## src/rtl/piece_window_sampler_seq.sv

```systemverilog
// Board snapshot + column-per-cycle WIN x WIN window sampler.
// Define COLLISION_DETECT_EN to accumulate window & piece_mask into collide.
package game_state_pkg;
    localparam int SCREEN_W = 10;
    localparam int SCREEN_H = 20;

    typedef struct packed {
        logic [SCREEN_W-1:0][SCREEN_H-1:0] screen;
    } game_state_t;
endpackage

module piece_window_sampler_seq
    import game_state_pkg::*;
#(
    parameter int   BOARD_WIDTH  = 10,
    parameter int   BOARD_HEIGHT = 20,
    parameter int   WIN          = 6,
    parameter int   ORIGIN_OFS   = 1,
    parameter logic OOB_FILL     = 1'b1
) (
    input  logic                       clk,
    input  logic                       reset_n,
    input  game_state_t                state,
    input  logic                       flush,
    piece_window_sampler_seq_if.slave  io
);
    localparam int XW   = $clog2(BOARD_WIDTH);
    localparam int YW   = $clog2(BOARD_HEIGHT);
    localparam int CW   = (WIN > 1) ? $clog2(WIN) : 1;
    localparam int MAXD = (BOARD_WIDTH > BOARD_HEIGHT) ? BOARD_WIDTH
                                                       : BOARD_HEIGHT;
    localparam int CRD  = $clog2(MAXD) + 2;

    localparam logic signed [CRD-1:0] OFS  = CRD'(ORIGIN_OFS);
    localparam logic signed [CRD-1:0] BW   = CRD'(BOARD_WIDTH);
    localparam logic signed [CRD-1:0] BH   = CRD'(BOARD_HEIGHT);
    localparam logic signed [CRD-1:0] ZERO = '0;
    localparam logic [CW-1:0]         LAST = CW'(WIN - 1);

    typedef enum logic [1:0] {
        IDLE,
        SCAN,
        DONE
    } fsm_t;

    fsm_t cur;
    fsm_t nxt;

    logic [CW-1:0]                          col;
    logic [XW-1:0]                          px;
    logic [YW-1:0]                          py;
    logic [BOARD_WIDTH-1:0][BOARD_HEIGHT-1:0] snap;
    logic [WIN-1:0][WIN-1:0]                win_q;
    logic [WIN-1:0]                         col_bits;
    logic signed [CRD-1:0]                  wx;
    logic signed [CRD-1:0]                  wy;
    logic                                   accept;

    assign accept = (cur == IDLE) && io.req_valid && !flush;

    always_ff @(posedge clk or negedge reset_n) begin
        if (!reset_n) begin
            cur <= IDLE;
        end else begin
            cur <= nxt;
        end
    end

    always_comb begin
        nxt = cur;
        if (flush) begin
            nxt = IDLE;
        end else begin
            unique case (cur)
                IDLE: if (io.req_valid)     nxt = SCAN;
                SCAN: if (col == LAST)      nxt = DONE;
                DONE: if (io.rsp_ready)     nxt = IDLE;
                default:                    nxt = IDLE;
            endcase
        end
    end

    // Range test happens before the index so the board is never over-read
    always_comb begin
        col_bits = '0;
        wx = $signed(CRD'(px)) + $signed(CRD'(col)) - OFS;
        wy = '0;
        for (int ly = 0; ly < WIN; ly++) begin
            wy = $signed(CRD'(py)) + $signed(CRD'(ly)) - OFS;
            if (wx < ZERO || wy < ZERO || wx >= BW || wy >= BH) begin
                col_bits[ly] = OOB_FILL;
            end else begin
                col_bits[ly] = snap[wx[XW-1:0]][wy[YW-1:0]];
            end
        end
    end

    always_ff @(posedge clk) begin
        if (accept) begin
            snap <= state.screen;
            px   <= io.piece_x;
            py   <= io.piece_y;
        end
    end

    always_ff @(posedge clk or negedge reset_n) begin
        if (!reset_n) begin
            col   <= '0;
            win_q <= '0;
        end else if (accept) begin
            col   <= '0;
            win_q <= '0;
        end else if (cur == SCAN && !flush) begin
            win_q[col] <= col_bits;
            col        <= col + 1'b1;
        end
    end

`ifdef COLLISION_DETECT_EN
    logic [WIN-1:0][WIN-1:0] mask_q;
    logic                    coll_q;

    always_ff @(posedge clk) begin
        if (accept) begin
            mask_q <= io.piece_mask;
        end
    end

    always_ff @(posedge clk or negedge reset_n) begin
        if (!reset_n) begin
            coll_q <= 1'b0;
        end else if (accept) begin
            coll_q <= 1'b0;
        end else if (cur == SCAN && !flush) begin
            coll_q <= coll_q | (|(col_bits & mask_q[col]));
        end
    end

    assign io.collide = coll_q;
`else
    logic unused_mask;

    assign unused_mask = ^io.piece_mask;
    assign io.collide  = 1'b0;
`endif

    assign io.req_ready = (cur == IDLE);
    assign io.rsp_valid = (cur == DONE);
    assign io.window    = win_q;
endmodule

```

## src/rtl/piece_window_sampler_seq_if.sv

```systemverilog
// Request/response bundle for the sequential window sampler.
// The requester drives the piece and mask; the sampler returns the window.
interface piece_window_sampler_seq_if #(
    parameter int BOARD_WIDTH  = 10,
    parameter int BOARD_HEIGHT = 20,
    parameter int WIN          = 6
);
    logic                            req_valid;
    logic                            req_ready;
    logic [$clog2(BOARD_WIDTH)-1:0]  piece_x;
    logic [$clog2(BOARD_HEIGHT)-1:0] piece_y;
    logic [WIN-1:0][WIN-1:0]         piece_mask;
    logic                            rsp_valid;
    logic                            rsp_ready;
    logic [WIN-1:0][WIN-1:0]         window;
    logic                            collide;

    modport master (
        output req_valid, piece_x, piece_y, piece_mask, rsp_ready,
        input  req_ready, rsp_valid, window, collide
    );

    modport slave (
        input  req_valid, piece_x, piece_y, piece_mask, rsp_ready,
        output req_ready, rsp_valid, window, collide
    );
endinterface

```

## src/flat_wrapper.sv

```systemverilog
// flat-port wrapper written by rule: the top's interface ports become plain ports
module piece_window_sampler_seq_flat import game_state_pkg::*;
#(
    parameter int   BOARD_WIDTH  = 10,
    parameter int   BOARD_HEIGHT = 20,
    parameter int   WIN          = 6,
    parameter int   ORIGIN_OFS   = 1,
    parameter logic OOB_FILL     = 1'b1
)
  (clk, reset_n, state, flush, io_req_valid, io_piece_x, io_piece_y, io_piece_mask, io_rsp_ready, io_req_ready, io_rsp_valid, io_window, io_collide);
  piece_window_sampler_seq_if #(.BOARD_WIDTH(BOARD_WIDTH), .BOARD_HEIGHT(BOARD_HEIGHT), .WIN(WIN)) io_i ();
  input  logic clk;
  input  logic reset_n;
  input  game_state_t state;
  input  logic flush;
  input wire logic [$bits(io_i.req_valid)-1:0] io_req_valid;
  input wire logic [$bits(io_i.piece_x)-1:0] io_piece_x;
  input wire logic [$bits(io_i.piece_y)-1:0] io_piece_y;
  input wire logic [$bits(io_i.piece_mask)-1:0] io_piece_mask;
  input wire logic [$bits(io_i.rsp_ready)-1:0] io_rsp_ready;
  output wire logic [$bits(io_i.req_ready)-1:0] io_req_ready;
  output wire logic [$bits(io_i.rsp_valid)-1:0] io_rsp_valid;
  output wire logic [$bits(io_i.window)-1:0] io_window;
  output wire logic [$bits(io_i.collide)-1:0] io_collide;
  assign io_i.req_valid = io_req_valid;
  assign io_i.piece_x = io_piece_x;
  assign io_i.piece_y = io_piece_y;
  assign io_i.piece_mask = io_piece_mask;
  assign io_i.rsp_ready = io_rsp_ready;
  assign io_req_ready = io_i.req_ready;
  assign io_rsp_valid = io_i.rsp_valid;
  assign io_window = io_i.window;
  assign io_collide = io_i.collide;
  piece_window_sampler_seq #(.BOARD_WIDTH(BOARD_WIDTH), .BOARD_HEIGHT(BOARD_HEIGHT), .WIN(WIN), .ORIGIN_OFS(ORIGIN_OFS), .OOB_FILL(OOB_FILL)) u_core (.clk(clk), .reset_n(reset_n), .state(state), .flush(flush), .io(io_i));
endmodule
```

## config.mk

```make
export PLATFORM = sky130hd
export DESIGN_NAME = piece_window_sampler_seq_flat
export DESIGN_NICKNAME = d
export VERILOG_FILES = /design/src/rtl/piece_window_sampler_seq.sv /design/src/rtl/piece_window_sampler_seq_if.sv /design/src/flat_wrapper.sv
export SDC_FILE = /design/constraint.sdc
export NUM_CORES = 1
export LEC_CHECK = 0
export CAP_MARGIN = 5
export CORE_ASPECT_RATIO = 0.7
export CORE_UTILIZATION = 45
export CTS_CLUSTER_DIAMETER = 40
export DETAILED_ROUTE_END_ITERATION = 10
export PLACE_DENSITY = 0.89
export SYNTH_ARGS = -nofsm -noshare
export SYNTH_HDL_FRONTEND = slang
export SYNTH_SLANG_ARGS = --single-unit
```

## constraint.sdc

```tcl
create_clock -name clk -period 5.28 [get_ports clk]
set_input_delay 1.32 -clock clk [delete_from_list [all_inputs] [get_ports clk]]
set_output_delay 1.32 -clock clk [all_outputs]
set_load 0.005 [all_outputs]
```

==> results of run 1 <==
[worst reg2reg max path, cell delays in order (launching register included)]
cell	delay, ns
dfrtp_1	0.51
ha_4	0.23
fa_1	0.47
xor2_1	0.22
nor3_2	0.20
xnor3_2	0.72
buf_4	0.33
and3_1	0.17
nor3_1	0.50
a222oi_1	0.28
mux4_2	0.53
o21ai_1	0.46
o21ai_0	0.17
[sequential cells by signal (all words and copies together) (netlist names)]
name,cells
u_core.col,3
u_core.px,4
u_core.snap,200
u_core.io.window,36
u_core.py,5
u_core.cur,2
[where the power goes]
group,internal [mW],total (mW),switching (mW)
Sequential,2.32,2.43,0.104
Clock,1.32,2.17,0.855
Combinational,1.78,3.74,1.95
[cell families after synthesis]
| family | Yosys count | synth area share [%] |
|---|---|---|
| fa+ha+maj | 21 | 2.27 |
| xor+xnor | 32 | 2.73 |
| mux | 109 | 14.9 |
| other cells | 1 | 0.0315 |
| buf+inv | 65 | 2.41 |
| simple gates | 211 | 8.38 |
| flops | 250 | 61.3 |
| compound gates | 143 | 7.96 |
[metal layers]
metal / routed length (µm) / part of all wire [%]
met1: 13200 / 43
met3: 2520 / 8.2
met4: 601 / 2.0
met5: 0 / 0
met2: 14500 / 47
[through the flow]
step | cells | instance area (µm²)
after floorplan | 832 | 12000
after global placement | 1413 | 14900
after detailed placement | 1413 | 14900
after CTS | 1469 | 16000
after global routing | 1469 | 16000
final | 1469 | 16000
[final cells by class]
cell class	count	area, µm²
Sequential cell	250	7300
Timing Repair Buffer	274	2710
Clock inverter	22	304
Multi-Input combinational cell	517	4370
Clock buffer	34	766
Inverter	15	60.1
Fill cell	1889	9850
Tap cell	357	447
[final timing paths]
kind,start,slack [ns],endpoint
worst max register to register,u_core.col[0],0.33,u_core.io.window[31]
worst max-delay path,u_core.col[0],0.33,u_core.io.window[31]
worst min-delay path,u_core.io.window[19],0.51,u_core.io.window[19]
worst min register to register,u_core.io.window[19],0.51,u_core.io.window[19]
min in group asynchronous,reset_n,0.90,u_core.io.window[31]
max in group asynchronous,reset_n,3.79,u_core.io.window[22]
[synthesized netlist by cell type (4+ instances only)]
library cell | instances | area, µm²
edfxtp_1 | 209 | 6280
nand2_1 | 77 | 289
mux4_2 | 52 | 1170
o21ai_0 | 45 | 225
nand3_1 | 42 | 210
dfrtp_1 | 41 | 1030
mux2i_1 | 37 | 370
nor2_1 | 31 | 116
clkbuf_1 | 30 | 113
a21oi_1 | 21 | 105
ha_1 | 20 | 250
xnor2_1 | 19 | 166
mux2_2 | 17 | 191
inv_1 | 14 | 52.6
nor3_1 | 13 | 65.1
nor2b_1 | 12 | 75.1
o21ai_1 | 10 | 50.1
xor2_1 | 10 | 87.6
a211oi_1 | 7 | 52.6
buf_2 | 7 | 35.0
a22oi_1 | 6 | 45.0
buf_1 | 6 | 22.5
nand2b_1 | 6 | 37.5
and2_1 | 5 | 31.3
buf_4 | 5 | 37.5
o211a_1 | 5 | 50.1
and3_1 | 4 | 25.0
nand4_1 | 4 | 25.0
nor3b_1 | 4 | 30.0
o22ai_1 | 4 | 25.0
o31ai_1 | 4 | 30.0
or3_1 | 4 | 25.0
==> results_dict.tcl, run 1 <==
set metrics [dict create \
    coreArea_mm2 0.0258 \
    status "complete, no violations" \
    cts-resized-gates 0 \
    postLayoutCoreUtil_pct 61.8 \
    path_cells "ha_4 > fa_1 > xor2_1 > nor3_2 > xnor3_2 > buf_4 > and3_1 > nor3_1 > a222oi_1 > mux4_2 > o21ai_1 > o21ai_0" \
    cts_setup_buffers 0 \
    start_util_pct 46.2 \
    fin_crit_ns 4.95 \
    cp-end-kind "flop" \
    drtIter0Drc 561 \
    path_max_fanout 28 \
    slew-limit-headroom_pct 37.8 \
    cts_tree "done" \
    final.setup_skew_ns 0.0190 \
    grt-busiest-layer "met2" \
    netlist_instances 832 \
    htree_levels 1 \
    dp_hpwl_um 22000 \
    max_freq_ghz 0.202 \
    fin_ws_ns 0.332 \
    die_w_um 196 \
    synth_edf_count 209 \
    fin_nets 1359 \
    met2_usage_pct 36.6 \
    power_mw 8.33 \
    grt_start_max_net_pins 123 \
    setup_violations 0 \
    ys_types 74 \
    worstHoldPathType "flop to flop" \
    drtAntennaViolNets 0 \
    via_per_inst 5.52 \
    cp_slowest_stage_delay_ns 0.72 \
    ctsHoldBuffers 0 \
    drc 0 \
    die_area_mm2 0.0271 \
    cp_slowest_cell "xnor3_2" \
    worst_ep_arrival_time_ns 5.35 \
    cpLargestDelayFamily "XOR/XNOR gates" \
    clkTransAtPathRegs_ns 0.06 \
    rows 49 \
    portBuffers 251 \
    avgSynthCellArea_um2 14.3 \
    grt_pass1_vias 8136 \
    antenna_found_initial 0 \
    p_leak_nw 5.79 \
    vias 8112 \
    grt_pass1_wl_um 46800 \
    met3_usage_pct 5.81 \
    maxCapViolations 0 \
    cp.depth 12 \
    fin_setup_tns_ns 0 \
    place.gp.congestion 0.901 \
    wl_per_cell_um 21.0 \
    clock-sinks 250 \
    synth_nets 1103 \
    cts_buffer_depth 3 \
    io_pins 289 \
    cp.required_ns 5.68 \
    wirelength_um 30800 \
    dr.pass1.iters 6 \
    fin_hold_ws_ns 0.513 \
    synth_seq_cells 250 \
    fin_crit_sh_pct 93.7 \
    vdd.ir_drop.worst_mv 0.311 \
    crit_type "flop to flop" \
    hold_depth 2 \
    rsz0062_at_grt "false" \
    final_common_cell "clkdlybuf4s50_1" \
    diodes 0 \
    ys_async_sr_fraction_pct 16.4 \
    path_buf_inv 1 \
    cp-start-kind "flop" \
    layout_common_cells "250 x clkdlybuf4s50_1, 209 x edfxtp_1, 77 x nand2_1" \
    grt_usage_pct 22.7 \
    insertion_delay_ns 0.56 \
    yosys_warnings 0 \
    drv_slew 0 \
    clk_root_buffer_cell "clkbuf_16" \
    powerDensity_mw_per_mm2 522 \
    place_ws_ns 0.433 \
    ff2ff_path_depth 12 \
    layout-drive-gt1-share_pct 15.2 \
    syn2layout_area_growth_pct 34.0 \
    overflow 0 \
    ys.flop_type "edfxtp_1" \
    synth_seq_area_share_pct 61.3 \
    synth_area_mm2 0.0119 \
    tightest_slew_ns 0.933 \
    use_met1_pct 30.9 \
    cts_buffers 30 \
    hold_violations 0 \
    die_h_um 138 \
]
(Power assumes the default switching activity.)
==> run 2, diff against run 1 <==
--- a/config.mk
+++ b/config.mk
@@ -6,7 +6,6 @@
 export NUM_CORES = 1
 export LEC_CHECK = 0
 export CAP_MARGIN = 5
-export CORE_ASPECT_RATIO = 0.7
 export CORE_UTILIZATION = 45
 export CTS_CLUSTER_DIAMETER = 40
 export DETAILED_ROUTE_END_ITERATION = 10
==> run 2 against run 1 <==
Compared with the run above: clock skew about the same; sequential share of layout area about the same; critical path depth up 1; design area about the same; combinational power down 2%; routed wire length down 2.2%; clock-buffer cell count up 8.
==> results_dict.tcl, run 2 (synthesis gave the netlist of run 1 again) <==
set metrics [dict create \
    dp_hpwl_um 21300 \
    hold_depth 2 \
    finalInstanceArea_mm2 0.0160 \
    die_h_um 165 \
    wl_per_cell_um 20.8 \
    wirelength_um 30100 \
    clock-sinks 250 \
    cts-resized-gates 0 \
    cp.required_ns 5.63 \
    holdCritStartpoint "u_core.io.window[35]" \
    cpLargestDelayFamily "adder cells" \
    cts_tree "done" \
    ff2ff_path_depth 13 \
    drtAntennaViolNets 0 \
    crit_type "flop to flop" \
    overflow 0 \
    grt_start_max_net_pins 148 \
    fin_hold_ws_ns 0.503 \
    rows 59 \
    syn2layout_area_growth_pct 33.9 \
    drv_slew 0 \
    grt_pass1_vias 8446 \
    maxCapViolations 0 \
    fin_crit_sh_pct 88.3 \
    rsz0062_at_grt "false" \
    cts_setup_buffers 0 \
    powerDensity_mw_per_mm2 523 \
    vias 8236 \
    vdd.ir_drop.worst_mv 0.328 \
    power_mw 8.34 \
    regMostFlops "u_core.snap" \
    cp-end-kind "flop" \
    die_area_mm2 0.0271 \
    via_per_inst 5.69 \
    io_pins 289 \
    fin_crit_ns 4.66 \
    largest_reg_flops 200 \
    start_util_pct 45.8 \
    drc 0 \
    fin_nets 1357 \
    path_cells "ha_4 > fa_1 > inv_1 > ha_2 > buf_4 > mux4_2 > mux2i_1 > mux2i_1 > a22oi_1 > o21ai_0 > mux4_2 > o21ai_1 > o21ai_0" \
    antenna_found_initial 1 \
    ctsHoldBuffers 0 \
    status "complete, no violations" \
    cp_slowest_cell "fa_1" \
    reg2reg_from "u_core.col[0]" \
    path_buf_inv 2 \
    clk_root_buffer_cell "clkbuf_16" \
    timing.reg2reg.setup_slack_ns 0.62 \
    final_common_cell "clkdlybuf4s50_1" \
    grt_pass1_wl_um 46700 \
    setup_violations 0 \
    portBuffers 251 \
    place_area_mm2 0.0148 \
    dr.pass1.iters 5 \
    cp_slowest_stage_delay_ns 0.57 \
    htree_levels 2 \
    cp-start-kind "flop" \
    place.gp.congestion 0.901 \
    clkTransAtPathRegs_ns 0.06 \
    slew-limit-headroom_pct 24.8 \
    max_freq_ghz 0.214 \
    path_max_fanout 13 \
    p_leak_nw 5.80 \
    layout_common_cells "250 x clkdlybuf4s50_1, 209 x edfxtp_1, 77 x nand2_1" \
    worst_ep_arrival_time_ns 5.01 \
    min_to "u_core.io.window[35]" \
    cts_buffers 35 \
    cts_buffer_depth 3 \
    final.setup_skew_ns 0.0190 \
    grt_usage_pct 22.8 \
    drtIter0Drc 816 \
    r2r-end "u_core.io.window[13]" \
    layout-drive-gt1-share_pct 15.1 \
    tightest_slew_ns 1.12 \
    coreArea_mm2 0.0260 \
    insertion_delay_ns 0.51 \
    worstHoldPathType "flop to flop" \
    hold_violations 0 \
    die_w_um 165 \
]
run 2: final cells by class:
type / instances / area [µm²]
antenna: 1 / 2.50
clock buffer: 42 / 965
clock inverter: 21 / 180
fill: 1915 / 10000
inverter: 15 / 60.1
multi-input combinational: 517 / 4370
sequential: 250 / 7300
tap: 335 / 419
timing repair buffer: 267 / 2650
run 2: per-stage QoR:
step	worst slack [ns]	utilization (%)	setup TNS, ns	std cells
2_1_floorplan	-0.283	-	-3.18	832
3_3_place_gp	0.724	57.0	0	1384
3_5_place_dp	0.627	57.0	0	1384
4_1_cts	0.622	61.4	0	1447
5_1_grt	0.339	61.4	0	1448
6_report	0.617	61.4	0	1448
run 2: how the worst max path moves through the flow:
stage	end	startpoint	depth (start not counted)
global route	u_core.io.window[18]	u_core.col[0]	12
CTS	u_core.io.window[13]	u_core.col[0]	12
global placement	u_core.io.window[7]	u_core.col[0]	12
floorplan	u_core.io.window[24]	flush	7
finish	u_core.io.window[13]	u_core.col[0]	13
detailed placement	u_core.io.window[13]	u_core.col[0]	12
run 2: where the power goes:
part           total, mW  switching (mW)  internal (mW)
sequential          2.43           0.106           2.33
combinational       3.65            1.89           1.75
clock               2.27           0.887           1.38
run 2: tightest hold or removal path: cells and delay by family (launching register included):
kind,cells,cell delay (ns)
flops,1,0.34
compound gates,1,0.07
simple gates,1,0.06
run 2: per-layer routing:
| metal | up-vias | wire [µm] | part of all wire (%) | GRT usage [%] |
|---|---|---|---|---|
| met3 | 54 | 1960 | 6.5 | 4.24 |
| li1 | 3732 | - | - | - |
| met1 | 4061 | 11700 | 39 | 28.5 |
| met5 | - | 0 | 0 | 0 |
| met2 | 389 | 15800 | 52 | 40.2 |
| met4 | 0 | 661 | 2.2 | 6.96 |
